### src/rtl/or1200_chk_pkg.sv
// Shared types and defaults for the checker alarm controller.
// Holds the FSM encoding and the lowest-index priority encoder.
package or1200_chk_pkg;

  typedef enum logic [1:0] {
    ST_BOOT  = 2'd0,
    ST_ARMED = 2'd1,
    ST_ALARM = 2'd2
  } state_t;

  localparam int DEF_NUM_CHK  = 8;
  localparam int DEF_PERSIST  = 2;
  localparam int DEF_BOOT_CYC = 4;
  localparam int DEF_CNT_W    = 8;

  // Scans high to low so the last hit is the lowest set bit
  function automatic logic [4:0] lowest_idx(input logic [31:0] v);
    logic [4:0] idx;
    idx = '0;
    for (int i = 31; i >= 0; i--) begin
      if (v[i]) idx = 5'(i);
    end
    return idx;
  endfunction

endpackage

### src/rtl/or1200_alarm_persist.sv
// Per-channel persistence counter for checker fail qualification.
// Counts consecutive active fails, saturating at PERSIST.
module or1200_alarm_persist
  import or1200_chk_pkg::*;
#(
  parameter int PERSIST = DEF_PERSIST
) (
  input  logic clk,
  input  logic rst,
  input  logic hold,
  input  logic fail,
  output logic qual
);

  localparam logic [3:0] PMAX = 4'(PERSIST);
  localparam logic [3:0] QLIM = 4'(PERSIST - 1);

  logic [3:0] cnt;

  always_ff @(posedge clk) begin
    if (rst || hold) begin
      cnt <= '0;
    end else if (fail) begin
      if (cnt != PMAX) cnt <= cnt + 4'd1;
    end else begin
      cnt <= '0;
    end
  end

  // This sample is the PERSIST-th consecutive fail
  assign qual = fail && (cnt >= QLIM);

endmodule

### src/rtl/or1200_alarm_ctrl.sv
// Alarm controller: qualifies persistent checker failures and
// latches a level alarm with sticky fault record and event count.
module or1200_alarm_ctrl
  import or1200_chk_pkg::*;
#(
  parameter int NUM_CHK  = DEF_NUM_CHK,
  parameter int PERSIST  = DEF_PERSIST,
  parameter int BOOT_CYC = DEF_BOOT_CYC,
  parameter int CNT_W    = DEF_CNT_W,
  localparam int IDX_W   = (NUM_CHK > 1) ? $clog2(NUM_CHK) : 1
) (
  input  logic               clk,
  input  logic               rst,
  input  logic [NUM_CHK-1:0] chk_ok,
  input  logic [NUM_CHK-1:0] chk_mask,
  input  logic               ack,
  output logic               alarm,
  output logic               alarm_pulse,
  output logic [NUM_CHK-1:0] fault_vec,
  output logic [IDX_W-1:0]   first_idx,
  output logic [CNT_W-1:0]   alarm_cnt
);

  localparam logic [7:0] BOOT_LAST =
    8'((BOOT_CYC == 0) ? 0 : BOOT_CYC - 1);

  state_t             state;
  state_t             state_n;
  logic [7:0]         boot_cnt;
  logic [7:0]         boot_cnt_n;
  logic [NUM_CHK-1:0] fail;
  logic [NUM_CHK-1:0] qual;
  logic [NUM_CHK-1:0] fault_n;
  logic [IDX_W-1:0]   idx_n;
  logic               pulse_n;
  logic [CNT_W-1:0]   cnt_n;
  logic [31:0]        qual32;
  logic [4:0]         low;
  logic               in_boot;

  assign fail    = ~chk_ok & ~chk_mask;
  assign in_boot = (state == ST_BOOT);

  for (genvar i = 0; i < NUM_CHK; i++) begin : g_ch
    or1200_alarm_persist #(
      .PERSIST(PERSIST)
    ) u_persist (
      .clk (clk),
      .rst (rst),
      .hold(in_boot),
      .fail(fail[i]),
      .qual(qual[i])
    );
  end

  always_comb begin
    qual32 = '0;
    qual32[NUM_CHK-1:0] = qual;
    low = lowest_idx(qual32);
  end

  always_comb begin
    state_n    = state;
    boot_cnt_n = boot_cnt;
    fault_n    = fault_vec;
    idx_n      = first_idx;
    pulse_n    = 1'b0;
    cnt_n      = alarm_cnt;
    unique case (state)
      ST_BOOT: begin
        if (boot_cnt >= BOOT_LAST) begin
          state_n = ST_ARMED;
        end else begin
          boot_cnt_n = boot_cnt + 8'd1;
        end
      end
      ST_ARMED: begin
        if (|qual) begin
          state_n = ST_ALARM;
          fault_n = fault_vec | qual;
          idx_n   = low[IDX_W-1:0];
          pulse_n = 1'b1;
          if (alarm_cnt != '1) cnt_n = alarm_cnt + 1'b1;
        end
      end
      ST_ALARM: begin
        // A fresh qualification outranks the acknowledge
        if (|qual) begin
          fault_n = fault_vec | qual;
        end else if (ack) begin
          state_n = ST_ARMED;
          fault_n = '0;
          idx_n   = '0;
        end
      end
      default: state_n = ST_BOOT;
    endcase
  end

  always_ff @(posedge clk) begin
    if (rst) begin
      state       <= ST_BOOT;
      boot_cnt    <= '0;
      alarm       <= 1'b0;
      alarm_pulse <= 1'b0;
      fault_vec   <= '0;
      first_idx   <= '0;
      alarm_cnt   <= '0;
    end else begin
      state       <= state_n;
      boot_cnt    <= boot_cnt_n;
      alarm       <= (state_n == ST_ALARM);
      alarm_pulse <= pulse_n;
      fault_vec   <= fault_n;
      first_idx   <= idx_n;
      alarm_cnt   <= cnt_n;
    end
  end

endmodule

### config.mk
export PLATFORM = sky130hd
export DESIGN_NAME = or1200_alarm_ctrl
export DESIGN_NICKNAME = d
export VERILOG_FILES = /design/src/rtl/or1200_chk_pkg.sv /design/src/rtl/or1200_alarm_persist.sv /design/src/rtl/or1200_alarm_ctrl.sv
export SDC_FILE = /design/constraint.sdc
export NUM_CORES = 1
export LEC_CHECK = 0
export CAP_MARGIN = 10
export CORE_UTILIZATION = 50
export CTS_CLUSTER_DIAMETER = 80
export DETAILED_ROUTE_END_ITERATION = 12
export PLACE_DENSITY = 0.76
export SLEW_MARGIN = 20
export SYNTH_ARGS = -nofsm -noshare
export SYNTH_HDL_FRONTEND = slang
export SYNTH_HIERARCHICAL = 1
export SYNTH_SLANG_ARGS = --single-unit
### constraint.sdc
create_clock -name clk -period 2.25 [get_ports clk]
set_input_delay 0.225 -clock clk [delete_from_list [all_inputs] [get_ports clk]]
set_output_delay 0.225 -clock clk [all_outputs]
set_load 0.05 [all_outputs]
==> key figures <==
Status
  • Status: finished, final reports clean

Critical path
  • Critical Path RT: 2.48 ns
  • Largest stage delay on the critical path: 0.43 ns
  • CP Launch Type: register
  • WP data arrival: 2.36 ns
  • Critical path peak fanout: 12
  • WP buf/inv: 1
  • Launch point of the worst path: g_ch[0].u_persist/cnt[1]
  • Slowest cell on crit path: o41a_1
  • Delay-heaviest family, CP: compound AO/OA/AOI/OAI gates
  • Sequence of cells on the critical path: inv_1 -> ha_1 -> o41a_1 -> nor4_4 -> a21o_2 -> nor4_2 -> mux2_2
  • Crit. End Element: register
  • Reg2reg start: g_ch[0].u_persist/cnt[1]
  • WS Path Type: register to register

Logic synthesis
  • Most common cell in the netlist: dfxtp_1
  • Warnings, synthesis: 6
  • Ys async rst share: 0
  • Netlist cell types: 36
  • Post-synthesis area per instance: 9.18 um2
  • Commonest cells post-synth: dfxtp_1 (63), nor2_1 (60), ha_1 (34), inv_1 (29), a21oi_1 (26)
  • Synth Instances: 356
  • Register area share after synthesis: 0.386
  • Ys flop type: dfxtp_1
  • Synth area leaders: dfxtp_1 (39%), ha_1 (13%), nor2_1 (6.9%), a21oi_1 (4.0%), mux2i_1 (3.4%)
  • Syn nets: 409
  • Share of the synthesized area in the top cell type: 0.386
  • Synthesis-stage register bit count: 63
  • Yosys top cell by area: dfxtp_1
  • Number of synthesized flops with an enable pin: 0
  • Synthesized area: 3270 um2

STA
  • Setup_tns: 0 ns
  • Final setup violation count: 0
  • Rel. slew slack: 0.578
  • Clk_skew: 0.00686 ns
  • Final worst path period need: 2.13 ns
  • RSZ-0062 raised after global routing: yes
  • Final hold violation count: 0
  • Fin. max-slew vios: 0
  • Worst-Margin Slew: 0.631 ns
  • Setup WS post-layout: 0.115 ns
  • Fin crit share: 0.949
  • FMAX: 468 MHz

Flow run
  • Max-Cap Viols: 0

Hold path
  • Hold Path Class: register to register
  • Startpoint of the worst hold path: boot_cnt[4]

Floorplan
  • Die height: 82.9 um
  • Die area: 6870 um2
  • Initial Util: 0.518
  • Width of the die: 82.9 um
  • Io pins: 40
  • Row Count: 29
  • Core area: 6310 um2

Routing
  • Wl on met1: 3.04 mm
  • Vias: 2634
  • Pre-Repair DR Iteration Count: 4
  • DRT antenna net count: 0
  • Routed WL: 6.65 mm
  • DR vias/cell: 5.16
  • DR WL/cell: 13.0 um
  • Number of remaining DRC errors: 0
  • WL met2: 3.21 mm
  • Met3 Routed Length: 226 um
  • DRT iter0 DRCs: 88
  • Top Layer Used: met4

Layout
  • Final Non-Filler Cells: 510
  • Final nets: 481
  • Area Growth Syn to Fin: 25.8%
  • Fraction of layout cells with a size suffix above 1: 0.132
  • Inserted Diodes: 0

Power and ir drop
  • Peak supply drop: 0.000388 V
  • Switching Share: 0.250
  • NetSw: 568 uW
  • Clock network fraction of design power: 0.391
  • Power Internal: 1700 uW
  • Leakage: 0.00161 uW
  • PwrDens: 552 nW/um2
  • Flop pwr share: 0.512
  • Gate power share: 0.097
  • Power Total: 2270 uW

Clock tree
  • CTS resizes: 1
  • Clock Latency Late Sink: 0.34 ns
  • CTS Sinks: 63
  • CTS tree: done
  • Post-CTS Hold Buffers: 0
  • Clock root cell: clkbuf_8
  • Worst-path clk slew: 0.07 ns
  • Num CTS Buffers: 9
  • # Post-CTS Setup Buffers: 0
  • # H-tree levels: 3
  • Clock Tree Buf Depth: 2

GRT
  • Vias in the first global route: 2605
  • Largest net degree at the start of global routing: 19
  • First-pass GRT wire length: 11.4 mm
  • Antenna violations before repair: 0
  • Total GRT Usage: 0.204
  • Total grt overflow: 0

Placement
  • IO buf count: 39
  • Placed insts: 494
  • Detail Placement HPWL: 4.96 mm
  • Final GP Congestion: 0.859
  • Dpl ws: -0.0359 ns
==> power by group through the flow <==
stage               logic, uW  registers (uW)  clock network, uW
floorplan                 128            1190                  0
global placement          211            1180                  0
detailed placement        221            1190                  0
CTS                       223            1160                904
global route              246            1170                949
finish                    221            1160                887
==> cells in the final DEF (no fill, tap or decap), types with 3 or more instances in the layout <==
| cell type | count |
|---|---|
| nand2_1 | 13 |
| buf_4 | 26 |
| o21ai_0 | 3 |
| nand3b_1 | 8 |
| inv_1 | 29 |
| clkdlybuf4s50_1 | 39 |
| nor3b_2 | 8 |
| nand3_1 | 14 |
| dfxtp_1 | 63 |
| a21oi_1 | 26 |
| or2b_1 | 8 |
| o41a_1 | 8 |
| xor2_1 | 10 |
| or4_1 | 4 |
| nand2b_1 | 13 |
| nor2_1 | 60 |
| ha_1 | 34 |
| xnor2_1 | 8 |
| nor2b_1 | 8 |
| clkbuf_8 | 11 |
| mux2i_1 | 11 |
| o31ai_1 | 4 |
==> worst paths after layout <==
path / to / slack [ns] / depth (start not counted)
setup / recovery: alarm_cnt[5] / 0.12 / 7
hold reg to reg: boot_cnt[4] / 0.47 / 1
setup reg to reg: alarm_cnt[5] / 0.12 / 7
hold / removal: boot_cnt[4] / 0.47 / 1
==> sequential cells by signal, indices dropped and copies added, names as in the netlist <==
| name | count |
|---|---|
| alarm_cnt | 8 |
| first_idx | 3 |
| alarm_pulse | 1 |
| fault_vec | 8 |
| g_ch.u_persist/cnt | 32 |
| boot_cnt | 8 |
| state | 2 |
| alarm | 1 |
==> cell families after synthesis <==
group / count (synthesis) / synth area share
mux: 12 / 0.0371
compound gates: 47 / 0.100
simple gates: 149 / 0.258
fa+ha+maj: 34 / 0.130
xor+xnor: 18 / 0.0482
flops: 63 / 0.386
buf+inv: 33 / 0.0402
==> per-layer routing <==
metal  vias to the layer above  GRT usage
met3                        13     0.0457
met4                         0      0.113
met5                         -          0
met2                        41      0.339
met1                      1231      0.243
li1                       1349          -
==> area by class of cell <==
cell class                      instances  area, um2
Sequential cell                        63       1260
Clock buffer                           13        159
Clock inverter                          3       17.5
Tap cell                               77       96.3
Timing Repair Buffer                   65        586
Fill cell                             524       2200
Multi-Input combinational cell        260       1880
Inverter                               29        109
==> metrics by stage <==
| step | area (um2) | hold WS (ns) | utilization |
|---|---|---|---|
| final | 4110 | 0.468 | 0.651 |
| after global routing | 4110 | 0.489 | 0.651 |
| after CTS | 4110 | 0.469 | 0.650 |
| after detailed placement | 3930 | 0.456 | 0.622 |
| after global placement | 3930 | 0.456 | 0.622 |
| after floorplan | 3270 | 0.437 | - |
==> worst register-to-register path, stage by stage, from the launching register on <==
cell     delay, ns
dfxtp_1       0.33
inv_1         0.06
ha_1          0.18
o41a_1        0.43
nor4_4        0.33
a21o_2        0.32
nor4_2        0.09
mux2_2        0.29
Power figures use the tool's default switching activity.
